$ cat config.mk
export PLATFORM = sky130hd
export DESIGN_NAME = hwpe_stream_source_realign_desc_flat
export DESIGN_NICKNAME = d
export VERILOG_FILES = /design/src/rtl/hwpe_stream_package.sv /design/src/rtl/hwpe_stream_intf_stream.sv /design/src/rtl/hwpe_stream_realign_desc_fifo.sv /design/src/rtl/hwpe_stream_source_realign_desc.sv /design/src/flat_wrapper.sv
export SDC_FILE = /design/constraint.sdc
export NUM_CORES = 1
export LEC_CHECK = 0
export CAP_MARGIN = 20
export CORE_MARGIN = 4
export CORE_UTILIZATION = 29
export DETAILED_ROUTE_END_ITERATION = 8
export GPL_ROUTABILITY_DRIVEN = 0
export HOLD_SLACK_MARGIN = 0.08
export PLACE_DENSITY = 0.52
export SLEW_MARGIN = 20
export SYNTH_ARGS = -nofsm -noshare
export SYNTH_HDL_FRONTEND = slang
export SYNTH_SLANG_ARGS = --single-unit
$ cat constraint.sdc
create_clock -name clk_i -period 4.8 [get_ports clk_i]
set_input_delay 0.96 -clock clk_i [delete_from_list [all_inputs] [get_ports clk_i]]
set_output_delay 0.96 -clock clk_i [all_outputs]
set_load 0.01 [all_outputs]
$ cat src/rtl/hwpe_stream_package.sv
// Shared types for the descriptor-driven source realigner.
package hwpe_stream_package;

    localparam int unsigned REALIGN_DATA_WIDTH = 32;
    localparam int unsigned REALIGN_LEN_WIDTH  = 16;
    localparam int unsigned REALIGN_OFF_WIDTH  = $clog2(REALIGN_DATA_WIDTH / 8);

    typedef struct packed {
        logic [REALIGN_OFF_WIDTH-1:0] offset;
        logic [REALIGN_LEN_WIDTH-1:0] len;
    } realign_desc_t;

    typedef enum logic [2:0] {
        IDLE,
        PASS,
        PRIME,
        STREAM,
        FLUSH
    } realign_state_t;

endpackage

$ cat src/rtl/hwpe_stream_intf_stream.sv
// Valid/ready stream with byte strobes.
interface hwpe_stream_intf_stream #(
    parameter int unsigned DATA_WIDTH = 32
) ();
    logic                    valid;
    logic                    ready;
    logic [DATA_WIDTH-1:0]   data;
    logic [DATA_WIDTH/8-1:0] strb;

    modport source (output valid, data, strb, input ready);
    modport sink   (input valid, data, strb, output ready);
endinterface

$ cat src/rtl/hwpe_stream_realign_desc_fifo.sv
// Register FIFO of line descriptors; a pop frees its slot for a same-cycle push.
module hwpe_stream_realign_desc_fifo
    import hwpe_stream_package::*;
#(
    parameter int unsigned DEPTH = 4
) (
    input  logic                   clk_i,
    input  logic                   rst_i,
    input  logic                   clear_i,
    input  logic                   push_i,
    input  logic                   pop_i,
    input  realign_desc_t          data_i,
    output realign_desc_t          data_o,
    output logic                   full_o,
    output logic                   empty_o,
    output logic [$clog2(DEPTH):0] count_o
);
    localparam int unsigned PW = $clog2(DEPTH);
    localparam int unsigned CW = PW + 1;

    realign_desc_t   mem_q [DEPTH];
    logic [PW-1:0]   wr_ptr_q, rd_ptr_q;
    logic [CW-1:0]   count_q;
    logic            do_push, do_pop;

    assign empty_o = (count_q == '0);
    assign full_o  = (count_q == CW'(DEPTH));
    assign count_o = count_q;
    assign data_o  = mem_q[rd_ptr_q];

    assign do_pop  = pop_i && !empty_o;
    assign do_push = push_i && (!full_o || do_pop);

    always_ff @(posedge clk_i or posedge rst_i) begin
        if (rst_i) begin
            wr_ptr_q <= '0;
            rd_ptr_q <= '0;
            count_q  <= '0;
        end else if (clear_i) begin
            wr_ptr_q <= '0;
            rd_ptr_q <= '0;
            count_q  <= '0;
        end else begin
            if (do_push) wr_ptr_q <= wr_ptr_q + PW'(1);
            if (do_pop)  rd_ptr_q <= rd_ptr_q + PW'(1);
            case ({do_push, do_pop})
                2'b10:   count_q <= count_q + CW'(1);
                2'b01:   count_q <= count_q - CW'(1);
                default: count_q <= count_q;
            endcase
        end
    end

    always_ff @(posedge clk_i) begin
        if (do_push && !clear_i) mem_q[wr_ptr_q] <= data_i;
    end
endmodule

$ cat src/rtl/hwpe_stream_source_realign_desc.sv
// Realigns a misaligned TCDM load stream into aligned words, one descriptor per line.
module hwpe_stream_source_realign_desc
    import hwpe_stream_package::*;
#(
    parameter int unsigned DATA_WIDTH      = REALIGN_DATA_WIDTH,
    parameter int unsigned LEN_WIDTH       = REALIGN_LEN_WIDTH,
    parameter int unsigned DESC_FIFO_DEPTH = 4
) (
    input  logic                             clk_i,
    input  logic                             rst_i,
    input  logic                             clear_i,
    input  logic                             desc_valid_i,
    output logic                             desc_ready_o,
    input  logic [$clog2(DATA_WIDTH/8)-1:0]  desc_offset_i,
    input  logic [LEN_WIDTH-1:0]             desc_len_i,
    hwpe_stream_intf_stream.sink             stream_i,
    hwpe_stream_intf_stream.source           stream_o,
    output logic                             busy_o,
    output logic [$clog2(DESC_FIFO_DEPTH):0] desc_count_o
);
    localparam int unsigned BW    = DATA_WIDTH / 8;
    localparam int unsigned OFF_W = $clog2(BW);
    localparam int unsigned CNT_W = LEN_WIDTH + 1;
    localparam int unsigned SH_W  = OFF_W + 4;
    localparam logic [BW-1:0] STRB_ALL = '1;

    realign_state_t        state_q, state_d;
    realign_desc_t         fifo_in, fifo_out;
    logic                  fifo_push, fifo_pop, fifo_full, fifo_empty;
    logic [OFF_W-1:0]      h_off, off_q, rem_q;
    logic [LEN_WIDTH-1:0]  h_len;
    logic [CNT_W-1:0]      n_in_h, n_out_h, n_in_q, n_out_q, cnt_q, cnt_d;
    logic [DATA_WIDTH-1:0] prev_q, stitch, out_data;
    logic [SH_W-1:0]       sh_prev, sh_cur;
    logic [BW-1:0]         last_strb;
    logic                  in_ready, out_valid, last_beat, in_hs, unused_in_strb;

    assign unused_in_strb = ^stream_i.strb;

    assign fifo_in.offset = REALIGN_OFF_WIDTH'(desc_offset_i);
    assign fifo_in.len    = REALIGN_LEN_WIDTH'(desc_len_i);
    assign fifo_pop       = (state_q == IDLE) && !fifo_empty && !clear_i;
    assign desc_ready_o   = !fifo_full || fifo_pop;
    assign fifo_push      = desc_valid_i && desc_ready_o && !clear_i;

    hwpe_stream_realign_desc_fifo #(
        .DEPTH (DESC_FIFO_DEPTH)
    ) i_desc_fifo (
        .clk_i   (clk_i),
        .rst_i   (rst_i),
        .clear_i (clear_i),
        .push_i  (fifo_push),
        .pop_i   (fifo_pop),
        .data_i  (fifo_in),
        .data_o  (fifo_out),
        .full_o  (fifo_full),
        .empty_o (fifo_empty),
        .count_o (desc_count_o)
    );

    assign h_off   = OFF_W'(fifo_out.offset);
    assign h_len   = LEN_WIDTH'(fifo_out.len);
    assign n_in_h  = (CNT_W'(h_off) + CNT_W'(h_len) + CNT_W'(BW - 1)) >> OFF_W;
    assign n_out_h = (CNT_W'(h_len) + CNT_W'(BW - 1)) >> OFF_W;

    // Previous word supplies the low bytes, current word the high bytes.
    assign sh_prev   = SH_W'({off_q, 3'b000});
    assign sh_cur    = SH_W'(DATA_WIDTH) - sh_prev;
    assign stitch    = (prev_q >> sh_prev) | (stream_i.data << sh_cur);
    assign last_strb = (rem_q == '0) ? STRB_ALL : ~(STRB_ALL << rem_q);

    always_comb begin
        state_d   = state_q;
        cnt_d     = cnt_q;
        in_ready  = 1'b0;
        out_valid = 1'b0;
        out_data  = '0;
        last_beat = 1'b0;
        case (state_q)
            IDLE: begin
                if (!fifo_empty && h_len != '0) begin
                    if (h_off == '0) begin
                        state_d = PASS;
                        cnt_d   = n_out_h;
                    end else begin
                        state_d = PRIME;
                    end
                end
            end
            PASS: begin
                out_valid = stream_i.valid;
                out_data  = stream_i.data;
                in_ready  = stream_o.ready;
                last_beat = (cnt_q == CNT_W'(1));
                if (stream_i.valid && stream_o.ready) begin
                    cnt_d = cnt_q - CNT_W'(1);
                    if (cnt_q == CNT_W'(1)) state_d = IDLE;
                end
            end
            PRIME: begin
                in_ready = 1'b1;
                if (stream_i.valid) begin
                    cnt_d   = n_in_q - CNT_W'(1);
                    // A line fitting in one input word has nothing to stitch.
                    state_d = (n_in_q == CNT_W'(1)) ? FLUSH : STREAM;
                end
            end
            STREAM: begin
                out_valid = stream_i.valid;
                out_data  = stitch;
                in_ready  = stream_o.ready;
                last_beat = (cnt_q == CNT_W'(1)) && (n_in_q != n_out_q);
                if (stream_i.valid && stream_o.ready) begin
                    cnt_d = cnt_q - CNT_W'(1);
                    if (cnt_q == CNT_W'(1)) state_d = (n_in_q == n_out_q) ? FLUSH : IDLE;
                end
            end
            FLUSH: begin
                out_valid = 1'b1;
                out_data  = prev_q >> sh_prev;
                last_beat = 1'b1;
                if (stream_o.ready) state_d = IDLE;
            end
            default: state_d = IDLE;
        endcase
    end

    assign stream_o.valid = out_valid && !clear_i;
    assign stream_o.data  = out_data;
    assign stream_o.strb  = last_beat ? last_strb : STRB_ALL;
    assign stream_i.ready = in_ready && !clear_i;
    assign in_hs          = stream_i.valid && stream_i.ready;
    assign busy_o         = (state_q != IDLE) || !fifo_empty;

    always_ff @(posedge clk_i or posedge rst_i) begin
        if (rst_i) begin
            state_q <= IDLE;
            cnt_q   <= '0;
            prev_q  <= '0;
            off_q   <= '0;
            rem_q   <= '0;
            n_in_q  <= '0;
            n_out_q <= '0;
        end else if (clear_i) begin
            state_q <= IDLE;
            cnt_q   <= '0;
            prev_q  <= '0;
            off_q   <= '0;
            rem_q   <= '0;
            n_in_q  <= '0;
            n_out_q <= '0;
        end else begin
            state_q <= state_d;
            cnt_q   <= cnt_d;
            if (in_hs) prev_q <= stream_i.data;
            if (fifo_pop) begin
                off_q   <= h_off;
                rem_q   <= OFF_W'(h_len);
                n_in_q  <= n_in_h;
                n_out_q <= n_out_h;
            end
        end
    end
endmodule

$ cat src/flat_wrapper.sv
// flat-port wrapper written by rule: the top's interface ports become plain ports
module hwpe_stream_source_realign_desc_flat import hwpe_stream_package::*;
#(
    parameter int unsigned DATA_WIDTH      = REALIGN_DATA_WIDTH,
    parameter int unsigned LEN_WIDTH       = REALIGN_LEN_WIDTH,
    parameter int unsigned DESC_FIFO_DEPTH = 4
)
  (clk_i, rst_i, clear_i, desc_valid_i, desc_ready_o, desc_offset_i, desc_len_i, busy_o, desc_count_o, stream_i_valid, stream_i_data, stream_i_strb, stream_i_ready, stream_o_valid, stream_o_data, stream_o_strb, stream_o_ready);
  hwpe_stream_intf_stream #(.DATA_WIDTH(DATA_WIDTH)) stream_i_i ();
  hwpe_stream_intf_stream #(.DATA_WIDTH(DATA_WIDTH)) stream_o_i ();
  input  logic clk_i;
  input  logic rst_i;
  input  logic clear_i;
  input  logic desc_valid_i;
  output logic desc_ready_o;
  input  logic [$clog2(DATA_WIDTH/8)-1:0] desc_offset_i;
  input  logic [LEN_WIDTH-1:0] desc_len_i;
  output logic busy_o;
  output logic [$clog2(DESC_FIFO_DEPTH):0] desc_count_o;
  input wire logic [$bits(stream_i_i.valid)-1:0] stream_i_valid;
  input wire logic [$bits(stream_i_i.data)-1:0] stream_i_data;
  input wire logic [$bits(stream_i_i.strb)-1:0] stream_i_strb;
  output wire logic [$bits(stream_i_i.ready)-1:0] stream_i_ready;
  output wire logic [$bits(stream_o_i.valid)-1:0] stream_o_valid;
  output wire logic [$bits(stream_o_i.data)-1:0] stream_o_data;
  output wire logic [$bits(stream_o_i.strb)-1:0] stream_o_strb;
  input wire logic [$bits(stream_o_i.ready)-1:0] stream_o_ready;
  assign stream_i_i.valid = stream_i_valid;
  assign stream_i_i.data = stream_i_data;
  assign stream_i_i.strb = stream_i_strb;
  assign stream_i_ready = stream_i_i.ready;
  assign stream_o_valid = stream_o_i.valid;
  assign stream_o_data = stream_o_i.data;
  assign stream_o_strb = stream_o_i.strb;
  assign stream_o_i.ready = stream_o_ready;
  hwpe_stream_source_realign_desc #(.DATA_WIDTH(DATA_WIDTH), .LEN_WIDTH(LEN_WIDTH), .DESC_FIFO_DEPTH(DESC_FIFO_DEPTH)) u_core (.clk_i(clk_i), .rst_i(rst_i), .clear_i(clear_i), .desc_valid_i(desc_valid_i), .desc_ready_o(desc_ready_o), .desc_offset_i(desc_offset_i), .desc_len_i(desc_len_i), .stream_i(stream_i_i), .stream_o(stream_o_i), .busy_o(busy_o), .desc_count_o(desc_count_o));
endmodule
Word level (Yosys, flattened, before mapping)
Memory sizes are Yosys's and may differ from the RTL's. Index checks and enable logic that the tools add are counted.

Magnitude comparators: 0. Divide/modulo/power cells: 0. Add/subtract/negate cells: 10. Equal/unequal tests: 20. Shift operators: 3. Multiply operators: 0. Reduce and logical (&&, ||, !) cells: 34. Bitwise gates (word level): 2. Multiplexer cells: 42.

Operators with widths (count): 2-to-1 mux 17 bit (9); case mux 32 bit (3 select lines) (1); 2-to-1 mux 32 bit (2); case mux 17 bit (3 select lines) (1); equality test 17 x 1 -> 1 bit, second input constant (2); subtractor 17 x 1 -> 17 bit, second input constant (2); 2-to-1 mux 3 bit (11); bitwise OR 32 bit (1); left shift 32 x 6 -> 32 bit (1); >> shifter 32 x 5 -> 32 bit (1); 2-to-1 mux 2 bit (9); adder 16 x 2 -> 17 bit, second input constant (1); adder 17 x 2 -> 17 bit, second input constant (1); adder 2 x 16 -> 17 bit (1); equality test 17 bit (1); inequality test 17 bit (1); nonzero test 16 bit (1); case mux 3 bit (5 select lines) (1); logical AND 1 bit (13); inequality test 3 x 2 -> 1 bit, second input constant (4); inequality test 3 bit, second input constant (4); 2-to-1 mux 4 bit (2); nonzero test 2 bit (4); AND reduction 7 bit (1); 24 further kinds (36).

Memories: 1. Input bits: 60. Bits in latches: 0. Memory bits (read-only): 0. Register bits after elaboration: 97. Memory bits (writable): 72.

Memory list: u_core.i_desc_fifo.mem_q (depth 4, bits a word 18, read ports 1, clocked after memory_dff 0, write ports 1, RTL line hwpe_stream_realign_desc_fifo.sv:21) `realign_desc_t mem_q [DEPTH];`.

Logic depth before layout (Yosys ltp)
Word-level depth: 11. Mapped depth: 12. Depth with buffers taken out: 10.

Hierarchy
Synthesis repeated with hierarchy kept, for this count alone.

Cell total of the unflattened synthesis: 971. Area total of the unflattened synthesis: 9775.6 sq um.

By module, submodules not included: hwpe_stream_source_realign_desc (cells each 812, area each 6600.1 sq um, instances 1, seq. area each 2152.1 sq um); hwpe_stream_realign_desc_fifo (cells each 159, area each 3175.5 sq um, instances 1, seq. area each 2337.2 sq um).

Worst setup path before layout
No wires, ideal clock.

Path kind: input port to flip-flop. From: input port clear_i. To: memory u_core.i_desc_fifo.mem_q[0][0] (netlist name) (enable). Path slack: 0.858 ns. Stages: 6. Library setup time: 0.420 ns. Arrival: 3.522 ns. Path through: clkbuf_1 > or4_1 > buf_4 > nand3_1 > nand2_1 > nor3b_1.

Cells in the longest elaborated chain, start to end: 9. Elaborated cells between the ends (all ways): 11. Those cells by class: 2 x mux; 9 x reduce/logical.

RTL lines: from (decl) (RTL line flat_wrapper.sv:13) `input logic clear_i;`; zero test 1 bit (RTL line hwpe_stream_source_realign_desc.sv:42) `assign fifo_pop = (state_q == IDLE) && !fifo_empty && !clear_i;`; logical AND 1 bit (RTL line hwpe_stream_source_realign_desc.sv:42); logical OR 1 bit (RTL line hwpe_stream_source_realign_desc.sv:43) `assign desc_ready_o = !fifo_full || fifo_pop;`; via desc_ready_o (RTL line flat_wrapper.sv:15) `output logic desc_ready_o;`; logical AND 1 bit (2 in a row) (RTL line hwpe_stream_source_realign_desc.sv:44) `assign fifo_push = desc_valid_i && desc_ready_o && !clear_i;`; logical AND 1 bit (RTL line hwpe_stream_realign_desc_fifo.sv:32) `assign do_push = push_i && (!full_o || do_pop);`; logical AND 1 bit (RTL line hwpe_stream_realign_desc_fifo.sv:55) `if (do_push && !clear_i) mem_q[wr_ptr_q] <= data_i;`; 2-to-1 mux 1 bit (RTL line hwpe_stream_realign_desc_fifo.sv:55); 2-to-1 mux 1 bit (not written as such) (RTL line hwpe_stream_realign_desc_fifo.sv:55); to (decl) (RTL line hwpe_stream_realign_desc_fifo.sv:21).

The timed path passes the listed nets, and every way through them passes these cells.

Worst setup path after layout
From: register u_core.off_q[1]. To: output port stream_o_data[30].

Cells in the longest elaborated chain, start to end: 4. Elaborated cells between the ends (all ways): 5. Those cells by class: 1 x add/sub; 2 x shift; 1 x mux; 1 x bitwise.

RTL lines: from (decl) (RTL line hwpe_stream_source_realign_desc.sv:30) `logic [OFF_W-1:0] h_off, off_q, rem_q;`; from (signal assigned) (RTL line hwpe_stream_source_realign_desc.sv:157) `off_q <= h_off;`; subtractor 6 x 5 -> 6 bit (RTL line hwpe_stream_source_realign_desc.sv:68) `assign sh_cur = SH_W'(DATA_WIDTH) - sh_prev;`; left shift 32 x 6 -> 32 bit (RTL line hwpe_stream_source_realign_desc.sv:69) `assign stitch = (prev_q >> sh_prev) | (stream_i.data << sh_cur);`; bitwise OR 32 bit (RTL line hwpe_stream_source_realign_desc.sv:69); case mux 32 bit (3 select lines) (*) (RTL line hwpe_stream_source_realign_desc.sv:79) `case (state_q)`; to (decl) (RTL line flat_wrapper.sv:25) `output wire logic [$bits(stream_o_i.data)-1:0] stream_o_data;`.

Mark *: on every way between the ends. The rest lies on a longest branch, timed or not.

==> flow_summary_export.csv <==
group,metric,value,unit
sta,max-slew-margin-rel,36.3,%
clock_network,clock_latency,0.44,ns
layout,syn_to_final_growth,21.1,%
worst_setup_path,crit_required,3.84,ns
run,maxCapViolCount,0,
sta,setup_violations,0,
drt,first_iter_violations,550,
pwr,power.density,587,mW/mm²
synth,syn_inst,953,
drt,drt-total-wl,28100,µm
sta,period_share,91.8,%
sta,worstMarginPinSlew,0.948,ns
pwr,p_clk_share,19.2,%
clock_network,postCtsHoldBufs,0,
sta,hold_viol,0,
worst_setup_path,critPathMaxFanout,11,
pwr,p_leak,4.18,nW
drt,num_vias,7631,
pwr,p_sw,2.98,mW
layout,final_util,35.7,%
worst_setup_path,critPathMaxStageDelay,0.62,ns
worst_setup_path,arrival,3.45,ns
pwr,power_frac_comb,51.2,%
floorplanning,die_area,0.0361,mm²
drt,drc_errors,0,
grt,grt_max_degree,71,
grt,grt_pass1_vias,7721,
synth,yosysWarnings,0,
grt,use_met3,2.88,%
worst_setup_path,startpoint_type,"register",
synth,yosysMostFrequentCell,"nand2_1",
grt,grt_overflow,0,
clock_network,numCtsBuffers,17,
sta,tns,0,ns
clock_network,cts_setup_buffers,0,
grt,grtUsageTotal,15.6,%
pwr,pwr-share-seq,29.6,%
grt,antenna_found_initial,0,
sta,fin_skew,0.0129,ns
pwr,vdd_drop_max,0.275,mV
sta,min_period,4.41,ns
pwr,internal_power,3.86,mW
clock_network,cts_resized,0,
sta,rsz0062_at_grt,"false",
sta,fin_ws,0.395,ns
worst_setup_path,critical-path-top-delay-family,"buffers and inverters",
clock_network,htreeDepth,4,
floorplanning,dieWidth,190,µm
place,io_buffers,97,
pwr,p_total,6.84,mW
synth,synthTopCellsByArea,"dfrtp_1, edfxtp_1, nand2_1",
floorplanning,io_pins,103,
worst_setup_path,cp_slowest_cell,"nor2_1",
grt,use_met1,21.6,%
floorplanning,start_util,29.5,%
layout,fin_nets,1111,
synth,synthesis.nets,1028,
synth,syn_area_per_cell,10.1,µm²
pwr,power.share.switching,43.6,%
drt,viasPerCell,5.12,
place,dp_hpwl,19600,µm
synth,ys_top_cells_by_count,"nand2_1, o21ai_0, dfrtp_1",
clock_network,numClockSinks,165,
floorplanning,fp-row-count,66,
clock_network,cts_max_path_buffers,2,
worst_setup_path,cp.buffers_inverters,3,
worst_setup_path,path_cells,"clkinv_1 > ha_1 > nor2_1 > buf_4 > a22oi_1 > o221ai_1 > o21ai_0 > o21ai_0 > clkdlybuf4s50_1",
synth,ys.flop_type,"dfrtp_1",
layout,drive_gt1_share,11.2,%
drt,wl_per_cell,18.8,µm
synth,synth_top_area_share,24.2,%
synth,yosysSeqAreaShare,46.7,%
place,dp_slack,0.840,ns
worst_setup_path,path_class,"register to output port",
grt,grtUsageMet2,24.8,%
drt,firstDrtPassIters,5,
sta,fin_hold_ws,0.486,ns
clock_network,cts_root_buf,"clkbuf_16",
min_path,min_path_type,"register to register",
synth,synth_area,0.00962,mm²
outcome,status,"finished clean",
clock_network,clkSlewWorstSetupHoldPaths,0.07,ns
sta,fmax,227,MHz
synth,ys_async_sr_fraction,56.4,%
floorplanning,die_h,190,µm
layout,antenna_cells,0,
synth,ys_ff_latch,165,
grt,grt_pass1_wl,44500,µm
grt,grt-busiest-layer,"met2",
clock_network,cts_tree,"yes",
synth,yosysTopAreaCell,"dfrtp_1",
worst_setup_path,crit_path_end_kind,"output port",
worst_setup_path,cpMostUsedCell,"o21ai_0",
drt,drtAntennaViolNets,0,
synth,synth_cell_types,71,
sta,maxSlewViolCount,0,
synth,synth-edff-count,72,
floorplanning,core_area,0.0326,mm²
power groups by stage:
stage	sequential [mW]	combinational (mW)	clock [mW]
4_1_cts	2.03	3.51	1.35
3_3_place_gp	2.04	3.48	0
3_5_place_dp	2.05	3.50	0
6_report	2.03	3.50	1.31
2_1_floorplan	1.91	2.55	0
5_1_grt	2.07	3.83	1.42
per-layer routing:
| metal | up-vias | wire, µm | share of wire, % |
|---|---|---|---|
| met2 | 191 | 13300 | 47 |
| met5 | - | 0 | 0 |
| met1 | 3733 | 13000 | 46 |
| met4 | 0 | 517 | 1.8 |
| met3 | 33 | 1230 | 4.4 |
| li1 | 3674 | - | - |
worst reg2reg max path, delay by kind of cell (launching register included):
family | cells | cell delay (ns)
flip-flops | 1 | 0.77
buffers and inverters | 1 | 0.30
multiplexers | 1 | 0.58
AND/OR/NAND/NOR | 3 | 0.87
AO/OA/AOI/OAI | 2 | 0.67
flip-flops by register name, indices dropped and copies added, names as in the netlist:
register	cells
u_core.i_desc_fifo.mem_q	72
u_core.prev_q	32
u_core.cnt_q	17
u_core.n_in_q	15
u_core.n_out_q	15
u_core.i_desc_fifo.count_o	3
u_core.state_q	3
u_core.i_desc_fifo.rd_ptr_q	2
u_core.i_desc_fifo.wr_ptr_q	2
u_core.off_q	2
u_core.rem_q	2
cell families (layout without fill, tap and decap cells):
| family | count (synthesis) | count (layout) | share of synthesized area [%] |
|---|---|---|---|
| compound gates | 238 | 238 | 16.9 |
| xor+xnor | 71 | 71 | 6.47 |
| fa+ha+maj | 15 | 15 | 2.11 |
| buf+inv | 83 | 179 | 3.90 |
| flops | 165 | 165 | 46.7 |
| mux | 59 | 59 | 8.68 |
| other cells | 1 | 1 | 0.0390 |
| simple gates | 321 | 321 | 15.3 |
worst paths after layout:
check	start	endpoint	slack, ns	cells after the start
min in group asynchronous	rst_i	u_core.cnt_q[3]	1.08	2
max in group asynchronous	rst_i	u_core.n_out_q[13]	2.85	3
max	u_core.off_q[1]	stream_o_data[30]	0.39	9
min	u_core.rem_q[1]	u_core.rem_q[1]	0.49	2
max reg2reg	u_core.i_desc_fifo.rd_ptr_q[0]	u_core.cnt_q[14]	1.55	7
min reg2reg	u_core.rem_q[1]	u_core.rem_q[1]	0.49	2
final cells by class:
| cell class | instances | area [µm²] |
|---|---|---|
| clock buffer | 19 | 433 |
| sequential | 165 | 4490 |
| timing repair buffer | 126 | 1190 |
| tap | 442 | 553 |
| inverter | 21 | 81.3 |
| fill | 3270 | 21000 |
| multi-input combinational | 705 | 4770 |
| clock inverter | 13 | 123 |
stage by stage:
step | area [µm²] | cells
floorplan | 9620 | 953
global placement | 11100 | 1459
detailed placement | 11100 | 1459
CTS | 11600 | 1491
global route | 11600 | 1491
finish | 11600 | 1491
layout by cell type, fill, tap and decap left out, types with 8 or more instances in the layout:
master / instances
nand2_1: 168
o21ai_0: 98
clkdlybuf4s50_1: 97
dfrtp_1: 92
edfxtp_1: 72
nor2_1: 58
xnor2_1: 53
buf_4: 29
mux2i_1: 26
a22oi_1: 22
a21oi_1: 21
mux4_2: 18
inv_1: 18
xor2_1: 18
clkbuf_16: 17
nor3_1: 16
nand3_1: 16
a22o_1: 16
mux2_2: 15
ha_1: 13
o221ai_1: 12
o22ai_1: 12
nor4_1: 11
a32o_1: 10
nand4_1: 8
a221o_1: 8
Power figures use the tool's default switching activity.
